`src/rtl/fxyz_sweep_ctrl_pkg.sv`:
```
// Shared definitions for the fxyz truth-table sweep: state encodings, vector count and
// the default expected table for s = (x | y) & ~z.
package fxyz_sweep_ctrl_pkg;

  typedef enum logic [1:0] {
    StIdle   = 2'd0,
    StDrive  = 2'd1,
    StSample = 2'd2,
    StDone   = 2'd3
  } state_e;

  localparam int unsigned NVec          = 8;
  localparam int unsigned IdxW          = 3;
  localparam logic [7:0]  DefaultExpect = 8'h54;

  // Counter load value so that DRIVE lasts exactly `settle` cycles.
  function automatic logic [3:0] settle_load(input int unsigned settle);
    return 4'(settle - 1);
  endfunction

endpackage

```
`src/rtl/fxyz_settle_cnt.sv`:
```
// 4-bit load/count-down counter with a zero flag; times the DRIVE dwell of each vector.
module fxyz_settle_cnt (
  input  logic       clk_i,
  input  logic       rst_i,
  input  logic       load_i,
  input  logic [3:0] load_val_i,
  input  logic       dec_i,
  output logic       zero_o
);

  logic [3:0] cnt_q, cnt_d;

  always_comb begin
    cnt_d = cnt_q;
    if (load_i) begin
      cnt_d = load_val_i;
    end else if (dec_i && (cnt_q != 4'd0)) begin
      cnt_d = cnt_q - 4'd1;
    end
  end

  always_ff @(posedge clk_i) begin
    if (rst_i) begin
      cnt_q <= 4'd0;
    end else begin
      cnt_q <= cnt_d;
    end
  end

  assign zero_o = (cnt_q == 4'd0);

endmodule

```
`src/rtl/fxyz_sweep_ctrl.sv`:
```
// Sweeps {x,y,z} through all 8 vectors and captures s into an 8-bit truth table.
// Optional truth-table checker enabled by defining GUIA04_SWEEP_CHECK_EN.
module fxyz_sweep_ctrl
  import fxyz_sweep_ctrl_pkg::*;
#(
  parameter int unsigned SETTLE = 1,
  parameter logic [7:0]  EXPECT = DefaultExpect
) (
  input  logic       clk,
  input  logic       reset,
  input  logic       start,
  output logic       x,
  output logic       y,
  output logic       z,
  input  logic       s,
  output logic       busy,
  output logic       done,
  output logic [7:0] truth,
  output logic       mismatch
);

  state_e            state_q, state_d;
  logic [IdxW-1:0]   idx_q, idx_d;
  logic [NVec-1:0]   truth_q, truth_d;
  logic [2:0]        xyz_q;
  logic              busy_q, done_q;
  logic              cnt_load, cnt_dec, cnt_zero;

  fxyz_settle_cnt u_settle_cnt (
    .clk_i      (clk),
    .rst_i      (reset),
    .load_i     (cnt_load),
    .load_val_i (settle_load(SETTLE)),
    .dec_i      (cnt_dec),
    .zero_o     (cnt_zero)
  );

`ifdef GUIA04_SWEEP_CHECK_EN
  logic mism_q, mism_d;
`endif

  always_comb begin
    state_d  = state_q;
    idx_d    = idx_q;
    truth_d  = truth_q;
    cnt_load = 1'b0;
    cnt_dec  = 1'b0;
`ifdef GUIA04_SWEEP_CHECK_EN
    mism_d   = mism_q;
`endif
    unique case (state_q)
      StIdle: begin
        if (start) begin
          state_d  = StDrive;
          idx_d    = '0;
          truth_d  = '0;
          cnt_load = 1'b1;
`ifdef GUIA04_SWEEP_CHECK_EN
          mism_d   = 1'b0;
`endif
        end
      end
      StDrive: begin
        if (cnt_zero) begin
          state_d = StSample;
        end else begin
          cnt_dec = 1'b1;
        end
      end
      StSample: begin
        truth_d[idx_q] = s;
        if (idx_q == IdxW'(NVec - 1)) begin
          state_d = StDone;
        end else begin
          idx_d    = idx_q + 1'b1;
          state_d  = StDrive;
          cnt_load = 1'b1;
        end
      end
      StDone: begin
        state_d = StIdle;
`ifdef GUIA04_SWEEP_CHECK_EN
        mism_d  = (truth_q != EXPECT);
`endif
      end
      default: state_d = StIdle;
    endcase
  end

  // Outputs are decoded from the next state so each registered output matches its cycle's state.
  always_ff @(posedge clk) begin
    if (reset) begin
      state_q <= StIdle;
      idx_q   <= '0;
      truth_q <= '0;
      xyz_q   <= 3'b000;
      busy_q  <= 1'b0;
      done_q  <= 1'b0;
    end else begin
      state_q <= state_d;
      idx_q   <= idx_d;
      truth_q <= truth_d;
      busy_q  <= (state_d == StDrive) || (state_d == StSample);
      done_q  <= (state_d == StDone);
      xyz_q   <= ((state_d == StDrive) || (state_d == StSample)) ? idx_d : 3'b000;
    end
  end

`ifdef GUIA04_SWEEP_CHECK_EN
  always_ff @(posedge clk) begin
    if (reset) begin
      mism_q <= 1'b0;
    end else begin
      mism_q <= mism_d;
    end
  end

  assign mismatch = mism_q;
`else
  logic unused_expect;
  assign unused_expect = ^EXPECT;
  assign mismatch      = 1'b0;
`endif

  assign x     = xyz_q[2];
  assign y     = xyz_q[1];
  assign z     = xyz_q[0];
  assign busy  = busy_q;
  assign done  = done_q;
  assign truth = truth_q;

endmodule

```
`config.mk`:
```
export PLATFORM = sky130hd
export DESIGN_NAME = fxyz_sweep_ctrl
export DESIGN_NICKNAME = d
export VERILOG_FILES = /design/src/rtl/fxyz_sweep_ctrl_pkg.sv /design/src/rtl/fxyz_settle_cnt.sv /design/src/rtl/fxyz_sweep_ctrl.sv
export SDC_FILE = /design/constraint.sdc
export NUM_CORES = 1
export LEC_CHECK = 0
export CORE_MARGIN = 4
export CORE_UTILIZATION = 55
export DETAILED_ROUTE_END_ITERATION = 6
export HOLD_SLACK_MARGIN = 0.05
export PLACE_DENSITY = 0.82
export SYNTH_ARGS = -nofsm -noshare
export SYNTH_HDL_FRONTEND = slang
export SYNTH_SLANG_ARGS = --single-unit
```
`constraint.sdc`:
```
create_clock -name clk -period 4.6 [get_ports clk]
set_input_delay 0.92 -clock clk [delete_from_list [all_inputs] [get_ports clk]]
set_output_delay 0.92 -clock clk [all_outputs]
set_load 0.05 [all_outputs]
```
# Word-level counts from Yosys, hierarchy flattened
# Cells that the tools add are included.
[word_totals] ff_bits=22 input_bits=4 out_inout_bits=14
[op_classes] order_cmp=2 n_reduce_logical=10 mux=17 n_bitwise=1 eq_ne=8 add_sub_neg=2
[ops] op="$pmux 8 s2" n=1
[ops] op="$bwmux 8" n=1
[ops] op="$eq 2x2->1 const B" n=4
[ops] op="$mux 8" n=1
[ops] op="$pmux 2 s4" n=1
[ops] op="$mux 2" n=3
[ops] op="$mux 3" n=2
[ops] op="$pmux 3 s2" n=1
[ops] op="$mux 1" n=5
[ops] op="$eq 2x1->1 const B" n=2
[ops] op="$logic_not 4->1" n=1
[ops] op="$lt 3x4->1 const B" n=1
[ops] op="$reduce_bool 4->1" n=1
[ops] op="$reduce_or 2->1" n=2
[ops] op="$sub 4x1->4 const B" n=1
[ops] op="$add 3x1->3 const B" n=1
[ops] op="$demux 1 s3" n=1
[ops] op="$eq 3x3->1 const B" n=1
[ops] op="$ge 3x1->1 const B" n=1
[ops] op="$logic_and 1x1->1" n=2
[ops] op="$logic_not 2->1" n=1
[ops] op="$ne 2x2->1 const B" n=1
[ops] op="$pmux 1 s2" n=1
[ops] op="$reduce_and 2->1" n=1
[ops] op="other kinds (3)" n=3

# Logic depth before layout (Yosys ltp)
[logic_depth] depth_word=7 mapped_depth=9

# By module
# Synthesis repeated with hierarchy kept, for this count alone.
[unflattened] cells_unflattened=126 hier_area_um2=1171.1
[by_module_without_submodules] module="fxyz_sweep_ctrl" n_inst=1 area_each_um2=908.4 seq_area_each_um2=360.3 cells_per_inst=97
[by_module_without_submodules] module="fxyz_settle_cnt" n_inst=1 area_each_um2=262.8 seq_area_each_um2=80.1 cells_per_inst=29

# Worst setup path before layout
# Ideal clock, no wire load.
[synth_timing] path_kind="input port to flip-flop" start="input port reset" end="register truth_q[5] (netlist: truth[5])" setup_time_ps=121 setup_slack_ps=2819 arrival_ps=1660 cell_stages=4 cell_sequence="buf_2 clkbuf_1 nor3b_1 mux2_2"
[synth_lines] element="start, declared" line_no="fxyz_sweep_ctrl.sv:10" rtl="input logic reset,"
[synth_lines] element="end signal, assigned" line_no="fxyz_sweep_ctrl.sv:102" rtl="truth_q <= truth_d;"
[synth_lines] element="end, declared" line_no="fxyz_sweep_ctrl.sv:24" rtl="logic [NVec-1:0] truth_q, truth_d;"

# Worst setup path after layout
[layout_timing] start="register truth_q[1] (netlist: truth[1])" end="output port truth[1]"
[layout_lines] element="end, declared" line_no="fxyz_sweep_ctrl.sv:18" rtl="output logic [7:0] truth,"
# No word-level cell between the ends.

==> results.py <==
metrics = {
    "status": {
        "run_status": "completed",
    },
    "route": {
        "wl_um": 1990,
        "drc": 0,
        "via_per_inst": 5.74,
        "drtIter0Drc": 14,
        "dr_total_vias": 856,
        "ant_nets": 0,
        "first_pass_iters": 4,
        "routedWlPerCell_um": 13.4,
    },
    "timing": {
        "tns_ps": 0,
        "timing.final.crit_share_pct": 52.2,
        "finClkSkew_ps": 2.59,
        "hold_viol_final": 0,
        "max_freq_mhz": 416,
        "grt_setup_unrepaired": "false",
        "setup_violations": 0,
        "timing.slew.headroom_pct": 60.7,
        "worstMarginPinSlew_ps": 587,
        "fin_crit_ps": 2400,
        "slew_viol_final": 0,
    },
    "logic_synthesis": {
        "synth_xor_area_share_pct": 0,
        "synthMuxAreaShare_pct": 8.37,
        "synth_top_family_by_area": "simple AND/OR/NAND/NOR gates",
        "synth-compound-area-share_pct": 14.5,
        "yosys.area_share.simple_pct": 25.7,
        "synthDistinctLibCells": 36,
        "avgSynthCellArea_um2": 9.61,
        "seq_area_frac_synth_pct": 40.9,
        "netlist_area_um2": 1080,
        "synth_fp_nets": 119,
        "netlist_instances": 112,
        "synthAdderAreaFrac_pct": 3.49,
        "synth_seq_cells": 22,
        "ys_warn_count": 0,
    },
    "worst_setup_path": {
        "r2r_cells": 8,
        "worstSetupStartpointType": "register",
        "slowest_stage": "clkdlybuf4s50_1",
        "cp-startpoint": "truth[1]",
        "crit_chain": "clkdlybuf4s50_1",
        "path_depth": 1,
        "r2r_end": "xyz_q[2]",
        "critPathKind": "reg2out",
        "max_stage_delay_ps": 820,
        "cp.required_ps": 3680,
        "crit_fanout": 2,
        "critPathArrivalTime_ps": 1480,
        "endpoint": "truth[1]",
        "path_buf_inv": 1,
        "crit_family": "buffers and inverters",
        "r2r_setup_slack_ps": 2630,
        "r2r_start": "u_settle_cnt.cnt_q[0]",
        "endpoint_kind": "primary output",
    },
    "min_path": {
        "whs_path_depth": 2,
        "hold_path_class": "reg2reg",
        "min_from": "u_settle_cnt.cnt_q[3]",
    },
    "clocking": {
        "cts_hold_buf": 0,
        "clk_pin_slew_ps": 120,
        "clk_latency_ps": 300,
        "cts.path.max_buffers": 2,
        "root_buffer": "clkbuf_4",
        "cts_made_buffers": 3,
        "post_cts_buffers": 0,
        "htree_levels": 1,
        "cts_tree": "done",
        "cts_sinks": 22,
        "cts_resized": 0,
    },
    "place": {
        "place_hpwl_um": 1500,
        "io_buffer_count": 16,
        "gp_congestion": 0.753,
        "placed_area_um2": 1220,
    },
    "floorplan": {
        "core_region_area_um2": 1780,
        "die_area_um2": 2730,
        "num_rows": 15,
        "ios": 18,
        "start_util_pct": 60.4,
        "die_w_um": 52.2,
        "die_h_um": 52.2,
    },
    "cells_and_area": {
        "drive_gt1_share_pct": 13.7,
        "area_growth_syn_to_layout_pct": 18.1,
        "fillers": 145,
        "nets": 132,
        "final_cell_mix": "22 x dfxtp_1, 16 x clkdlybuf4s50_1, 9 x a21oi_1",
        "mostFrequentLayoutCell": "dfxtp_1",
        "antenna_cells": 0,
        "finalInstanceArea_um2": 1270,
    },
    "global_route": {
        "antenna_found_initial": 0,
        "grt_pass1_wl_um": 3340,
        "grt_usage_pct": 16.4,
        "grt_overflow": 0,
        "grt_max_degree": 19,
        "grt_pass1_vias": 766,
    },
    "power_and_ir_drop": {
        "powerDensity_nw_per_um2": 299,
        "static-leakage-power_nw": 0.489,
        "vdd_drop_max_v": 0.000202,
    },
    "flow_run": {
        "max-cap-violations": 0,
    },
}
-- state kept, by name, summed over array words and instances (netlist names) --
register and cells:
truth 8, u_settle_cnt.cnt_q 4, idx_q 3, xyz_q 3
state_q 2, busy 1, done 1
-- cell type report --
type,count,area (um^2),area share (%)
Multi-Input combinational cell,76,564,44.4
Sequential cell,22,440,34.6
Timing Repair Buffer,16,160,12.6
Tap cell,25,31.3,2.46
Clock inverter,1,30.0,2.36
Clock buffer,3,22.5,1.77
Inverter,6,22.5,1.77
-- power breakdown --
| group | internal, mW | switching [mW] |
|---|---|---|
| Combinational | 0.0130 | 0.0229 |
| Clock | 0.0880 | 0.0583 |
| Sequential | 0.194 | 0.00481 |
-- worst min path at each step --
| stage | endpoint | slack [ps] |
|---|---|---|
| final | u_settle_cnt.cnt_q[3] | 510 |
| after global routing | u_settle_cnt.cnt_q[3] | 540 |
| after CTS | u_settle_cnt.cnt_q[3] | 510 |
| after detailed placement | u_settle_cnt.cnt_q[3] | 490 |
| after global placement | u_settle_cnt.cnt_q[3] | 470 |
| after floorplan | u_settle_cnt.cnt_q[3] | 470 |
-- per-stage QoR --
stage | utilization, % | hold WS [ps] | instances | worst slack, ps | power, mW
6_report | 71.3 | 510 | 149 | 2200 | 0.381
5_1_grt | 71.3 | 540 | 149 | 2130 | 0.396
4_1_cts | 71.3 | 507 | 149 | 2160 | 0.382
3_5_place_dp | 68.4 | 494 | 145 | 2130 | 0.238
3_3_place_gp | 68.4 | 472 | 145 | 2180 | 0.238
2_1_floorplan | - | 466 | 112 | 2820 | 0.231
-- cell usage after synthesis --
| library cell | count | area [um^2] |
|---|---|---|
| conb_1 | 1 | 3.75 |
| and2b_1 | 2 | 15.0 |
| a21oi_2 | 1 | 8.76 |
| clkbuf_1 | 2 | 7.51 |
| and2b_2 | 1 | 8.76 |
| nor2b_1 | 3 | 18.8 |
| o41ai_1 | 1 | 8.76 |
| nand4_1 | 1 | 6.26 |
| a21oi_1 | 9 | 45.0 |
| nand3_1 | 6 | 30.0 |
| o21bai_1 | 1 | 7.51 |
| nor3_1 | 1 | 5.00 |
| or3b_1 | 1 | 8.76 |
| mux2_2 | 6 | 67.6 |
| and3_1 | 2 | 12.5 |
| dfxtp_1 | 22 | 440 |
| nand4b_1 | 3 | 26.3 |
| o21bai_2 | 1 | 11.3 |
| a311oi_2 | 1 | 15.0 |
| nor3b_4 | 1 | 18.8 |
| nor3b_2 | 1 | 12.5 |
| mux2_1 | 2 | 22.5 |
| o21ai_0 | 5 | 25.0 |
| nand2_1 | 5 | 18.8 |
| nand2b_1 | 2 | 12.5 |
| buf_6 | 1 | 11.3 |
| ha_1 | 3 | 37.5 |
| a21o_1 | 1 | 7.51 |
| o22ai_2 | 1 | 12.5 |
| a211oi_1 | 2 | 15.0 |
| nand3b_1 | 2 | 15.0 |
| nor2_1 | 2 | 7.51 |
| inv_1 | 6 | 22.5 |
| buf_4 | 2 | 15.0 |
| nor3b_1 | 8 | 60.1 |
| buf_2 | 3 | 15.0 |
-- routing by layer --
layer | global-route usage (%) | part of all wire, % | wire length, um | vias up
met5 | 0 | 0 | 0 | -
li1 | - | - | - | 420
met4 | 6.38 | 1.6 | 31 | 0
met3 | 2.85 | 3.9 | 78 | 4
met1 | 22.6 | 49 | 972 | 405
met2 | 25.3 | 46 | 909 | 27
-- cell families (layout without fill, tap and decap cells) --
| kind of cell | Yosys count | count (layout) |
|---|---|---|
| compound gates | 23 | 23 |
| mux | 8 | 8 |
| simple gates | 41 | 41 |
| buf+inv | 14 | 26 |
| other cells | 1 | 1 |
| flops | 22 | 22 |
| fa+ha+maj | 3 | 3 |
Note: power is estimated with default switching activity, not from simulation.
